`src/rtl/level_cls_pkg.sv`:
```
// Shared zone and framing-state encodings for the level classifier front end.
package level_cls_pkg;

  typedef enum logic [1:0] {
    Z_LOW  = 2'd0,
    Z_MID  = 2'd1,
    Z_HIGH = 2'd2
  } zone_t;

  typedef enum logic [1:0] {
    S_IDLE   = 2'd0,
    S_ACTIVE = 2'd1,
    S_END    = 2'd2
  } state_t;

  // Returns {high, mid, low} so the level flags stay one-hot by construction.
  function automatic logic [2:0] zone_onehot(zone_t z);
    case (z)
      Z_MID:   zone_onehot = 3'b010;
      Z_HIGH:  zone_onehot = 3'b100;
      default: zone_onehot = 3'b001;
    endcase
  endfunction

endpackage

```
`src/rtl/lvl_debounce.sv`:
```
// Commits a new zone only after STABLE_CNT valid samples agree on it;
// non-valid cycles freeze the candidate and its count.
module lvl_debounce
  import level_cls_pkg::*;
#(
  parameter int STABLE_CNT = 3
) (
  input  logic  clk,
  input  logic  rst,
  input  logic  vld,
  input  zone_t raw,
  output zone_t zone,
  output zone_t zone_nxt,
  output logic  commit
);

  localparam int CW = $clog2(STABLE_CNT + 1);

  zone_t         cand, cand_nxt;
  logic [CW-1:0] cnt, cnt_nxt, hits;

  always_comb begin
    zone_nxt = zone;
    cand_nxt = cand;
    cnt_nxt  = cnt;
    commit   = 1'b0;
    hits     = '0;
    if (vld) begin
      if (raw == zone) begin
        cnt_nxt = '0;
      end else begin
        // a sample that disagrees with the candidate restarts the run at one
        hits     = (raw == cand) ? cnt + 1'b1 : CW'(1);
        cand_nxt = raw;
        if (hits >= CW'(STABLE_CNT)) begin
          commit   = 1'b1;
          zone_nxt = raw;
          cnt_nxt  = '0;
        end else begin
          cnt_nxt = hits;
        end
      end
    end
  end

  always_ff @(posedge clk) begin
    if (rst) begin
      zone <= Z_LOW;
      cand <= Z_LOW;
      cnt  <= '0;
    end else begin
      zone <= zone_nxt;
      cand <= cand_nxt;
      cnt  <= cnt_nxt;
    end
  end

endmodule

```
`src/rtl/level_classifier.sv`:
```
// Sample-stream front end: hysteresis level classification plus enable/timeout framing.
// Optional build macro LEVEL_CLASSIFIER_STATS_EN adds the zone_changes frame counter.
module level_classifier
  import level_cls_pkg::*;
#(
  parameter int DW           = 8,
  parameter int TH_LOW       = 64,
  parameter int TH_HIGH      = 192,
  parameter int HYST         = 8,
  parameter int STABLE_CNT   = 3,
  parameter int IDLE_TIMEOUT = 16
) (
  input  logic          clk,
  input  logic          rst,
  input  logic          en,
  input  logic          sample_vld,
  input  logic [DW-1:0] sample,
  output logic          start,
  output logic          sfarsit,
  output logic          jos,
  output logic          mijloc,
  output logic          sus,
`ifdef LEVEL_CLASSIFIER_STATS_EN
  output logic [7:0]    zone_changes,
`endif
  output logic          busy
);

  localparam int TW = $clog2(IDLE_TIMEOUT + 1);

  // One extra bit keeps threshold +/- hysteresis from wrapping.
  localparam logic [DW:0] LOW_UP  = (DW+1)'(TH_LOW + HYST);
  localparam logic [DW:0] LOW_DN  = (DW+1)'(TH_LOW - HYST);
  localparam logic [DW:0] HIGH_UP = (DW+1)'(TH_HIGH + HYST);
  localparam logic [DW:0] HIGH_DN = (DW+1)'(TH_HIGH - HYST);

  logic [DW:0]   sx;
  zone_t         raw, cur, cur_nxt;
  logic          commit;
  state_t        state, state_nxt;
  logic [TW-1:0] to_cnt, to_nxt;
  logic          start_nxt, sfarsit_nxt;

  assign sx = {1'b0, sample};

  always_comb begin
    raw = cur;
    case (cur)
      Z_LOW: begin
        if (sx > HIGH_UP)      raw = Z_HIGH;
        else if (sx >= LOW_UP) raw = Z_MID;
        else                   raw = Z_LOW;
      end
      Z_MID: begin
        if (sx < LOW_DN)       raw = Z_LOW;
        else if (sx > HIGH_UP) raw = Z_HIGH;
        else                   raw = Z_MID;
      end
      Z_HIGH: begin
        if (sx < LOW_DN)        raw = Z_LOW;
        else if (sx <= HIGH_DN) raw = Z_MID;
        else                    raw = Z_HIGH;
      end
      default: raw = Z_LOW;
    endcase
  end

  lvl_debounce #(.STABLE_CNT(STABLE_CNT)) u_debounce (
    .clk      (clk),
    .rst      (rst),
    .vld      (sample_vld),
    .raw      (raw),
    .zone     (cur),
    .zone_nxt (cur_nxt),
    .commit   (commit)
  );

  // Disable or timeout closes the frame even when a sample arrives the same cycle.
  always_comb begin
    state_nxt   = state;
    to_nxt      = to_cnt;
    start_nxt   = 1'b0;
    sfarsit_nxt = 1'b0;
    case (state)
      S_IDLE: begin
        to_nxt = '0;
        if (en && sample_vld) begin
          state_nxt = S_ACTIVE;
          start_nxt = 1'b1;
        end
      end
      S_ACTIVE: begin
        if (sample_vld)                         to_nxt = '0;
        else if (to_cnt != TW'(IDLE_TIMEOUT))   to_nxt = to_cnt + 1'b1;
        if (!en || to_nxt == TW'(IDLE_TIMEOUT)) begin
          state_nxt   = S_END;
          sfarsit_nxt = 1'b1;
          to_nxt      = '0;
        end
      end
      default: begin
        state_nxt = S_IDLE;
        to_nxt    = '0;
      end
    endcase
  end

  always_ff @(posedge clk) begin
    if (rst) begin
      state             <= S_IDLE;
      to_cnt            <= '0;
      start             <= 1'b0;
      sfarsit           <= 1'b0;
      busy              <= 1'b0;
      {sus, mijloc, jos} <= 3'b001;
    end else begin
      state             <= state_nxt;
      to_cnt            <= to_nxt;
      start             <= start_nxt;
      sfarsit           <= sfarsit_nxt;
      busy              <= (state_nxt == S_ACTIVE);
      {sus, mijloc, jos} <= zone_onehot(cur_nxt);
    end
  end

`ifdef LEVEL_CLASSIFIER_STATS_EN
  always_ff @(posedge clk) begin
    if (rst || start_nxt)
      zone_changes <= '0;
    else if (state == S_ACTIVE && commit && zone_changes != 8'hFF)
      zone_changes <= zone_changes + 8'd1;
  end
`endif

endmodule

```
`config.mk`:
```
export PLATFORM = sky130hd
export DESIGN_NAME = level_classifier
export DESIGN_NICKNAME = d
export VERILOG_FILES = /design/src/rtl/level_cls_pkg.sv /design/src/rtl/lvl_debounce.sv /design/src/rtl/level_classifier.sv
export SDC_FILE = /design/constraint.sdc
export NUM_CORES = 1
export LEC_CHECK = 0
export BUFFER_PORTS_ARGS = -buffer_cell sky130_fd_sc_hd__buf_2
export CAP_MARGIN = 20
export CORE_ASPECT_RATIO = 0.6
export CORE_UTILIZATION = 40
export DETAILED_ROUTE_END_ITERATION = 16
export PLACE_DENSITY = 0.69
export SYNTH_ARGS = -nofsm -noshare
export SYNTH_HDL_FRONTEND = slang
export SYNTH_HIERARCHICAL = 1
export SYNTH_SLANG_ARGS = --single-unit
```
`constraint.sdc`:
```
create_clock -name clk -period 4.4 [get_ports clk]
set_input_delay 0.88 -clock clk [delete_from_list [all_inputs] [get_ports clk]]
set_output_delay 0.88 -clock clk [all_outputs]
set_load 0.1 [all_outputs]
```
==> flow_summary.ini, run 1 <==
[global_route]
grt_use_met2 = 0.2401
grt_pass1_wl_um = 3277
antenna_found_initial = 0
grt_most_used_layer = met1
overflow = 0
use_met1 = 0.2410
grt_max_degree = 14
gr-usage-all-layers = 0.1665
grt_use_met3 = 0.05978
grt_pass1_vias = 730

[cells_and_area]
drive_gt1_frac = 0.2331
antenna_cells = 0
fin_area_mm2 = 0.001206
nets = 150
synthToLayoutAreaGrowth_pct = 16.57

[detailed_routing]
dr.pass1.iters = 4
routed_via_density = 5.294
wirelength_um = 2008
drt_iter0_drc = 54
routedWlPerCell_um = 12.32
antenna_left = 0
vias = 863
drc = 0

[setup_path]
r2r_cells = 8
arrival_ns = 3.58
worstSetupEndpoint = jos$_SDFF_PP1_
setup.worst_path.start_class = input pin
crit_path_max_fanout = 4
r2r_end = jos$_SDFF_PP1_
critPathLaunch = sample[0]
cp-end-kind = register
rrSetupSlack_ns = 1.62
crit_type = input pin to register
cp.required_ns = 4.55
worstReg2RegStart = u_debounce/zone[0]$_SDFF_PP0_

[clocking]
htree_levels = 1
cts_hold_buffers = 0
cts_resized = 0
cts_setup_buffers = 0
tritoncts = built
clkTransAtPathRegs_ns = 0.07
clock_path_buffers = 2
cts_inserted_buffers = 3
cts-root-buf = clkbuf_8
clk_latency_ns = 0.26
clkSinkCount = 19

[timing]
fin_crit_ns = 3.427
fin_crit_sh = 0.7788
tightest_slew_ns = 0.4857
setup-violations-final = 0
drv_slew = 0
fin_skew_ns = 0.002083
setup_tns_ns = 0
hold_violations = 0
rsz0062_at_grt = false
fmax_mhz = 291.8
max_slew_margin = 0.6784

[floorplan]
initial_core_util = 0.4512
die_h_um = 41.40
core-area_mm2 = 0.002293
die_w_um = 67.66
row_count = 13
io_pins = 18
dieArea_mm2 = 0.002801

[placement]
portBuffers = 17
gp_congestion = 0.8237
placed_cell_area_mm2 = 0.001157
hpwl_um = 1556

[yosys]
synth_cells = 112
netlist_area_mm2 = 0.001035
ys_warn_count = 6
syn_area_per_cell_um2 = 9.239
syn_nets = 128

[power_and_ir_drop]
p_comb_frac = 0.141
switching_share = 0.2701
internal_power_uw = 258.3
seq_power_share = 0.507
p_per_area_mw_per_mm2 = 293.4
pwr-share-clk = 0.353
ir_worst_vdd_uv = 186.1
p_sw_uw = 95.59
p_leak_nw = 0.5082

[run]
max-cap-violations = 0

[outcome]
status = finished, final reports clean

[min_path]
hold_class = register to register
-- placed cells by master (no fill, tap or decap), types with 2 or more instances in the layout --
cell type   n
a21oi_1     5
or2_2       3
nand3_1     6
nand2b_1    6
mux2i_1     5
o22ai_1     3
xor2_1      4
a211oi_1    2
nor2_1      8
mux2_2      3
inv_1       9
clkbuf_8    3
nand2_1     4
ha_1        4
buf_2      17
xnor2_1     3
and3_1      3
or2b_1      2
dfxtp_1    19
nor2b_1     5
o21ai_0     2
-- registers in the layout (all words and copies together) (netlist names) --
signal and count:
busy 1, u_debounce/zone 2, u_debounce/cand 2, u_debounce/cnt 2, state 2, mijloc 1
start 1, sus 1, jos 1, sfarsit 1, to_cnt 5
-- per-stage QoR --
stage | power (mW) | utilization | worst slack [ns] | instances | hold slack (ns)
after global placement | 0.2312 | 0.5046 | 0.7968 | 159 | 0.4810
after CTS | 0.3566 | 0.5259 | 1.010 | 163 | 0.4950
after detailed placement | 0.2320 | 0.5046 | 0.7284 | 159 | 0.4840
after global routing | 0.3676 | 0.5259 | 0.8758 | 163 | 0.5125
final | 0.3539 | 0.5259 | 0.9732 | 163 | 0.4939
after floorplan | 0.2164 | - | 1.082 | 112 | 0.4605
-- per-layer routing --
| metal | wire [um] | vias up | share of wire |
|---|---|---|---|
| met1 | 1119 | 404 | 0.56 |
| met3 | 97 | 0 | 0.048 |
| met2 | 791 | 20 | 0.39 |
| met5 | 0 | - | 0 |
| li1 | - | 439 | - |
| met4 | 0 | 0 | 0 |
-- critical path, stage by stage --
cell and delay, ns:
buf_2 0.10, or3_4 0.40, a2111oi_4 0.37, nor2_1 0.08
o22ai_1 0.33, xnor2_1 0.26, nand4_2 0.25, mux2_2 0.36
ha_1 0.27, or2_2 0.26
-- power by group through the flow --
| stage | Combinational, mW | Clock, mW | Sequential [mW] |
|---|---|---|---|
| 2_1_floorplan | 0.0247 | 0 | 0.192 |
| 3_3_place_gp | 0.0481 | 0 | 0.183 |
| 3_5_place_dp | 0.0488 | 0 | 0.183 |
| 4_1_cts | 0.0492 | 0.128 | 0.179 |
| 5_1_grt | 0.0543 | 0.133 | 0.180 |
| 6_report | 0.0498 | 0.125 | 0.179 |
-- cell type report --
cell class / instances / area (um2)
Timing Repair Buffer: 17 / 85.08
Fill cell: 217 / 1087
Tap cell: 30 / 37.54
Clock inverter: 1 / 7.507
Sequential cell: 19 / 380.4
Multi-Input combinational cell: 84 / 620.6
Inverter: 9 / 33.78
Clock buffer: 3 / 41.29
-- worst min-delay path by stage --
stage	start	slack, ns	depth (start not counted)	endpoint
after detailed placement	u_debounce/cand[0]$_SDFFE_PP0P_	0.48	2	u_debounce/cand[0]$_SDFFE_PP0P_
after global placement	u_debounce/cand[0]$_SDFFE_PP0P_	0.48	2	u_debounce/cand[0]$_SDFFE_PP0P_
after floorplan	u_debounce/cand[0]$_SDFFE_PP0P_	0.46	2	u_debounce/cand[0]$_SDFFE_PP0P_
final	u_debounce/cand[0]$_SDFFE_PP0P_	0.49	2	u_debounce/cand[0]$_SDFFE_PP0P_
after global routing	u_debounce/cand[0]$_SDFFE_PP0P_	0.51	2	u_debounce/cand[0]$_SDFFE_PP0P_
after CTS	u_debounce/cand[0]$_SDFFE_PP0P_	0.50	2	u_debounce/cand[0]$_SDFFE_PP0P_
(Power assumes the default switching activity.)
==> run 2: changes to the inputs <==
- ABC_AREA: unset -> 1
- clock period: 4.4 -> 3.4 ns (I/O delays scaled with it)
==> run 2 against run 1 <==
Sequential cell count unchanged. Count of clock-buffer cells in the layout up 1. Combinational power up 130%. Total power up 45%. Critical endpoint unchanged.
==> flow_summary.ini, run 2 <==
[clocking]
cts_setup_buffers = 0
clkTransAtPathRegs_ns = 0.07
cts_resized = 0
clkSinkCount = 19
tritoncts = built
cts-root-buf = clkbuf_8
htree_levels = 1
clock_path_buffers = 2
cts_inserted_buffers = 3
clk_latency_ns = 0.26
cts_hold_buffers = 0

[cells_and_area]
fin_cells = 212
synthToLayoutAreaGrowth_pct = 15.42
layout_common_cells = nand2_1 (35), inv_1 (30), dfxtp_1 (19), buf_2 (17), nor2_1 (16)
antenna_cells = 0
mostFrequentLayoutCell = nand2_1
drive_gt1_frac = 0.2167
top_register = to_cnt
largest_reg_flops = 5
nets = 197
fin_area_mm2 = 0.001274

[detailed_routing]
wirelength_um = 2016
drc = 0
antenna_left = 0
routedWlPerCell_um = 9.509
dr.pass1.iters = 4
routed_via_density = 4.750
drt_iter0_drc = 44
vias = 1007

[timing]
setup_tns_ns = 0
fin_ws_ns = 0.7028
fmax_mhz = 370.8
fin_crit_ns = 2.697
tightest_slew_ns = 0.4876
hold_violations = 0
rsz0062_at_grt = false
drv_slew = 0
fin_crit_sh = 0.7933
fin_skew_ns = 0.005285
max_slew_margin = 0.6749
setup-violations-final = 0

[setup_path]
critPathLaunch = sample[0]
worstReg2RegStart = u_debounce/zone[0]$_SDFF_PP0_
r2r_end = jos$_SDFF_PP1_
arrival_ns = 2.85
r2r_cells = 12
setup.worst_path.start_class = input pin
crit_path_max_fanout = 5
rrSetupSlack_ns = 1.13
crit_type = input pin to register
worstSetupEndpoint = jos$_SDFF_PP1_
cp.required_ns = 3.55
cp-end-kind = register

[floorplan]
initial_core_util = 0.4315
die_w_um = 69.81
dieArea_mm2 = 0.002980
io_pins = 18
die_h_um = 42.69
row_count = 14
core-area_mm2 = 0.002557

[power_and_ir_drop]
pwr-share-clk = 0.305
ir_worst_vdd_uv = 326.0
switching_share = 0.3128
p_leak_nw = 0.6207
p_comb_frac = 0.225
p_per_area_mw_per_mm2 = 404.2
p_sw_uw = 161.0
seq_power_share = 0.469
internal_power_uw = 353.8

[min_path]
hold_class = register to register

[yosys]
syn_nets = 175
netlist_area_mm2 = 0.001104
synth_cells = 159
ys_warn_count = 6
syn_area_per_cell_um2 = 6.941

[global_route]
grt_pass1_wl_um = 3657
overflow = 0
antenna_found_initial = 0
gr-usage-all-layers = 0.1552
grt_max_degree = 11
grt_pass1_vias = 864

[placement]
hpwl_um = 1600
place_inst = 208
placed_cell_area_mm2 = 0.001229
dpl_worst_slack_ns = 0.4248
portBuffers = 17
gp_congestion = 0.8284

[run]
max-cap-violations = 0

[outcome]
status = finished, final reports clean
[run 2: cell count changes in the layout (fill, tap and decap cells not counted), sizes merged, moves of 5 or more]
cell,previous run,this run
nand2,4,39
inv,9,33
nor2,8,23
nand3,6,14
nand4,1,9
nand2b,6,0
mux2i,5,0
nor2b,5,0
[run 2: area by class of cell]
cell class | instances | area [um2]
fill | 251 | 1284
timing repair buffer | 17 | 85.08
tap | 32 | 40.04
clock buffer | 4 | 45.04
multi-input combinational | 106 | 581.8
inverter | 34 | 141.4
sequential | 19 | 380.4
[run 2: worst min path at each step]
| stage | from | end | slack, ns | depth (start not counted) |
|---|---|---|---|---|
| 2_1_floorplan | state[0]$_SDFF_PP0_ | start$_SDFF_PP0_ | 0.41 | 1 |
| 3_3_place_gp | state[0]$_SDFF_PP0_ | start$_SDFF_PP0_ | 0.42 | 1 |
| 3_5_place_dp | state[0]$_SDFF_PP0_ | start$_SDFF_PP0_ | 0.44 | 1 |
| 4_1_cts | state[0]$_SDFF_PP0_ | start$_SDFF_PP0_ | 0.45 | 1 |
| 5_1_grt | state[0]$_SDFF_PP0_ | start$_SDFF_PP0_ | 0.48 | 1 |
| 6_report | state[0]$_SDFF_PP0_ | start$_SDFF_PP0_ | 0.44 | 1 |
[run 2: power by group through the flow]
stage	clock network [mW]	registers [mW]	logic [mW]
2_1_floorplan	0	0.274	0.0630
3_3_place_gp	0	0.246	0.114
3_5_place_dp	0	0.247	0.116
4_1_cts	0.163	0.242	0.117
5_1_grt	0.174	0.243	0.131
6_report	0.157	0.242	0.116
[run 2: metal layers]
metal / vias to the layer above / track usage / wire length, um
li1: 538 / - / -
met1: 442 / 0.1968 / 1016
met2: 22 / 0.2462 / 829
met3: 5 / 0.05938 / 152
met4: 0 / 0.04800 / 19
met5: - / 0 / 0
[run 2: per-stage QoR]
step	util	total power [mW]	hold WS (ns)
global placement	0.4804	0.3605	0.4221
global route	0.4980	0.5469	0.4813
CTS	0.4980	0.5213	0.4467
detailed placement	0.4804	0.3629	0.4370
floorplan	-	0.3370	0.4088
finish	0.4980	0.5148	0.4363
[run 2: critical path, cell delays in order]
cell,delay [ns]
buf_2,0.09
nor3_1,0.24
nand4_1,0.12
nand2_1,0.10
nand3_1,0.07
a21oi_1,0.40
xnor2_1,0.20
nand4_1,0.13
nand2_1,0.08
nand2_1,0.06
inv_1,0.08
inv_1,0.05
ha_1,0.28
or2_2,0.27
==> run 3: changes to the inputs <==
- clock period: 3.4 -> 2.72 ns (I/O delays scaled with it)
==> run 3 against run 2 <==
Via count is 2.5% lower. Largest power group unchanged. First-iteration DRC count is 9.1% higher. Sequential power is 25% higher. Sequential share of layout area is 0.18 points lower.
==> flow_summary.ini, run 3 (synthesis results as in run 2) <==
[outcome]
status = finished, final reports clean

[run]
max-cap-violations = 0

[clocking]
tritoncts = built
cts_hold_buffers = 0
cts_inserted_buffers = 3
cts_setup_buffers = 0
cts_resized = 0
clkTransAtPathRegs_ns = 0.07
cts-root-buf = clkbuf_8
htree_levels = 1
clock_path_buffers = 2
clk_latency_ns = 0.25
clkSinkCount = 19

[timing]
fin_crit_sh = 0.8815
tightest_slew_ns = 0.4903
setup-violations-final = 0
fin_crit_ns = 2.398
fin_skew_ns = 0.004209
max_slew_margin = 0.6754
drv_slew = 0
fmax_mhz = 417.1
hold_violations = 0
rsz0062_at_grt = false
setup_tns_ns = 0

[power_and_ir_drop]
p_per_area_mw_per_mm2 = 502.9
p_comb_frac = 0.233
pwr-share-clk = 0.298
seq_power_share = 0.469
p_leak_nw = 0.6254
internal_power_uw = 444.7
ir_worst_vdd_uv = 384.0
switching_share = 0.3098
p_sw_uw = 199.6

[detailed_routing]
antenna_left = 0
drt_iter0_drc = 48
routed_via_density = 4.610
wirelength_um = 2064
routedWlPerCell_um = 9.690
drc = 0
dr.pass1.iters = 4
vias = 982

[global_route]
grt_max_degree = 11
overflow = 0
antenna_found_initial = 0
grt_pass1_wl_um = 3884
grt_pass1_vias = 930
gr-usage-all-layers = 0.1610

[cells_and_area]
antenna_cells = 0
largest_reg_flops = 5
synthToLayoutAreaGrowth_pct = 16.10
mostFrequentLayoutCell = nand2_1
layout_common_cells = nand2_1 (35), inv_1 (30), dfxtp_1 (19), buf_2 (17), nor2_1 (16)
seq_area_um2 = 380.4
nets = 198
top_register = to_cnt
postLayoutCoreUtil = 0.5010
fillers = 263
drive_gt1_frac = 0.2210
multi_input_area_um2 = 581.8

[placement]
gp_congestion = 0.8505
hpwl_um = 1664
portBuffers = 17

[floorplan]
io_pins = 18
row_count = 14
dieArea_mm2 = 0.002980
die_w_um = 69.81
die_h_um = 42.69
core-area_mm2 = 0.002557
initial_core_util = 0.4315

[setup_path]
cp.required_ns = 2.86
cp-end-kind = register
crit_type = input pin to register
crit_path_max_fanout = 4
arrival_ns = 2.54
setup.worst_path.start_class = input pin

[min_path]
hold_class = register to register
-- run 3: cell types whose count changed in the layout (fill, tap and decap cells not counted), sizes merged --
cell,previous run,this run
buf,17,18
-- run 3: area by class of cell --
class	instances	area share
multi-input combinational	106	0.4541
inverter	34	0.1104
timing repair buffer	18	0.07227
tap	32	0.03125
sequential	19	0.2969
clock buffer	4	0.03516
-- run 3: worst max-delay path, stage by stage --
cell and delay [ns]:
buf_2 0.09, nor3_1 0.24, nand4_1 0.13, nand2_1 0.10
o22ai_1 0.12, inv_1 0.11, nand2_1 0.06, nand2_1 0.10
inv_1 0.05, nor2_1 0.19, nand4_1 0.12, nand2_1 0.09
inv_1 0.05, inv_1 0.05, ha_1 0.21, or2_2 0.27
-- run 3: path summary, 6_finish.rpt --
kind	start	endpoint	slack (ns)	cells past startpoint
worst min-delay path	state[0]$_SDFF_PP0_	start$_SDFF_PP0_	0.43	1
worst min register to register	state[0]$_SDFF_PP0_	start$_SDFF_PP0_	0.43	1
worst max register to register	u_debounce/zone[1]$_SDFF_PP0_	jos$_SDFF_PP1_	0.53	12
worst max-delay path	sample[0]	jos$_SDFF_PP1_	0.32	16
-- run 3: metrics by stage --
step | instance area, um2 | instances | hold slack [ns] | worst slack [ns] | power, mW
6_report | 1281 | 213 | 0.4350 | 0.3223 | 0.6443
3_5_place_dp | 1236 | 209 | 0.4284 | 0.03422 | 0.4587
4_1_cts | 1281 | 213 | 0.4379 | 0.3028 | 0.6489
2_1_floorplan | 1104 | 159 | 0.4088 | 0.2338 | 0.4213
5_1_grt | 1281 | 213 | 0.4640 | 0.02514 | 0.6846
3_3_place_gp | 1236 | 209 | 0.4223 | 0.1511 | 0.4540
-- run 3: metal layers --
metal,global-route usage,share of wire
met1,0.2221,0.53
met3,0.06176,0.062
met4,0.01200,0.0029
met2,0.2500,0.41
met5,0,0
-- run 3: power groups by stage --
stage          logic, mW  clock network [mW]  registers, mW
2_1_floorplan     0.0787                   0          0.343
3_3_place_gp       0.146                   0          0.308
3_5_place_dp       0.150                   0          0.308
4_1_cts            0.151               0.196          0.302
5_1_grt            0.168               0.213          0.304
6_report           0.150               0.192          0.302
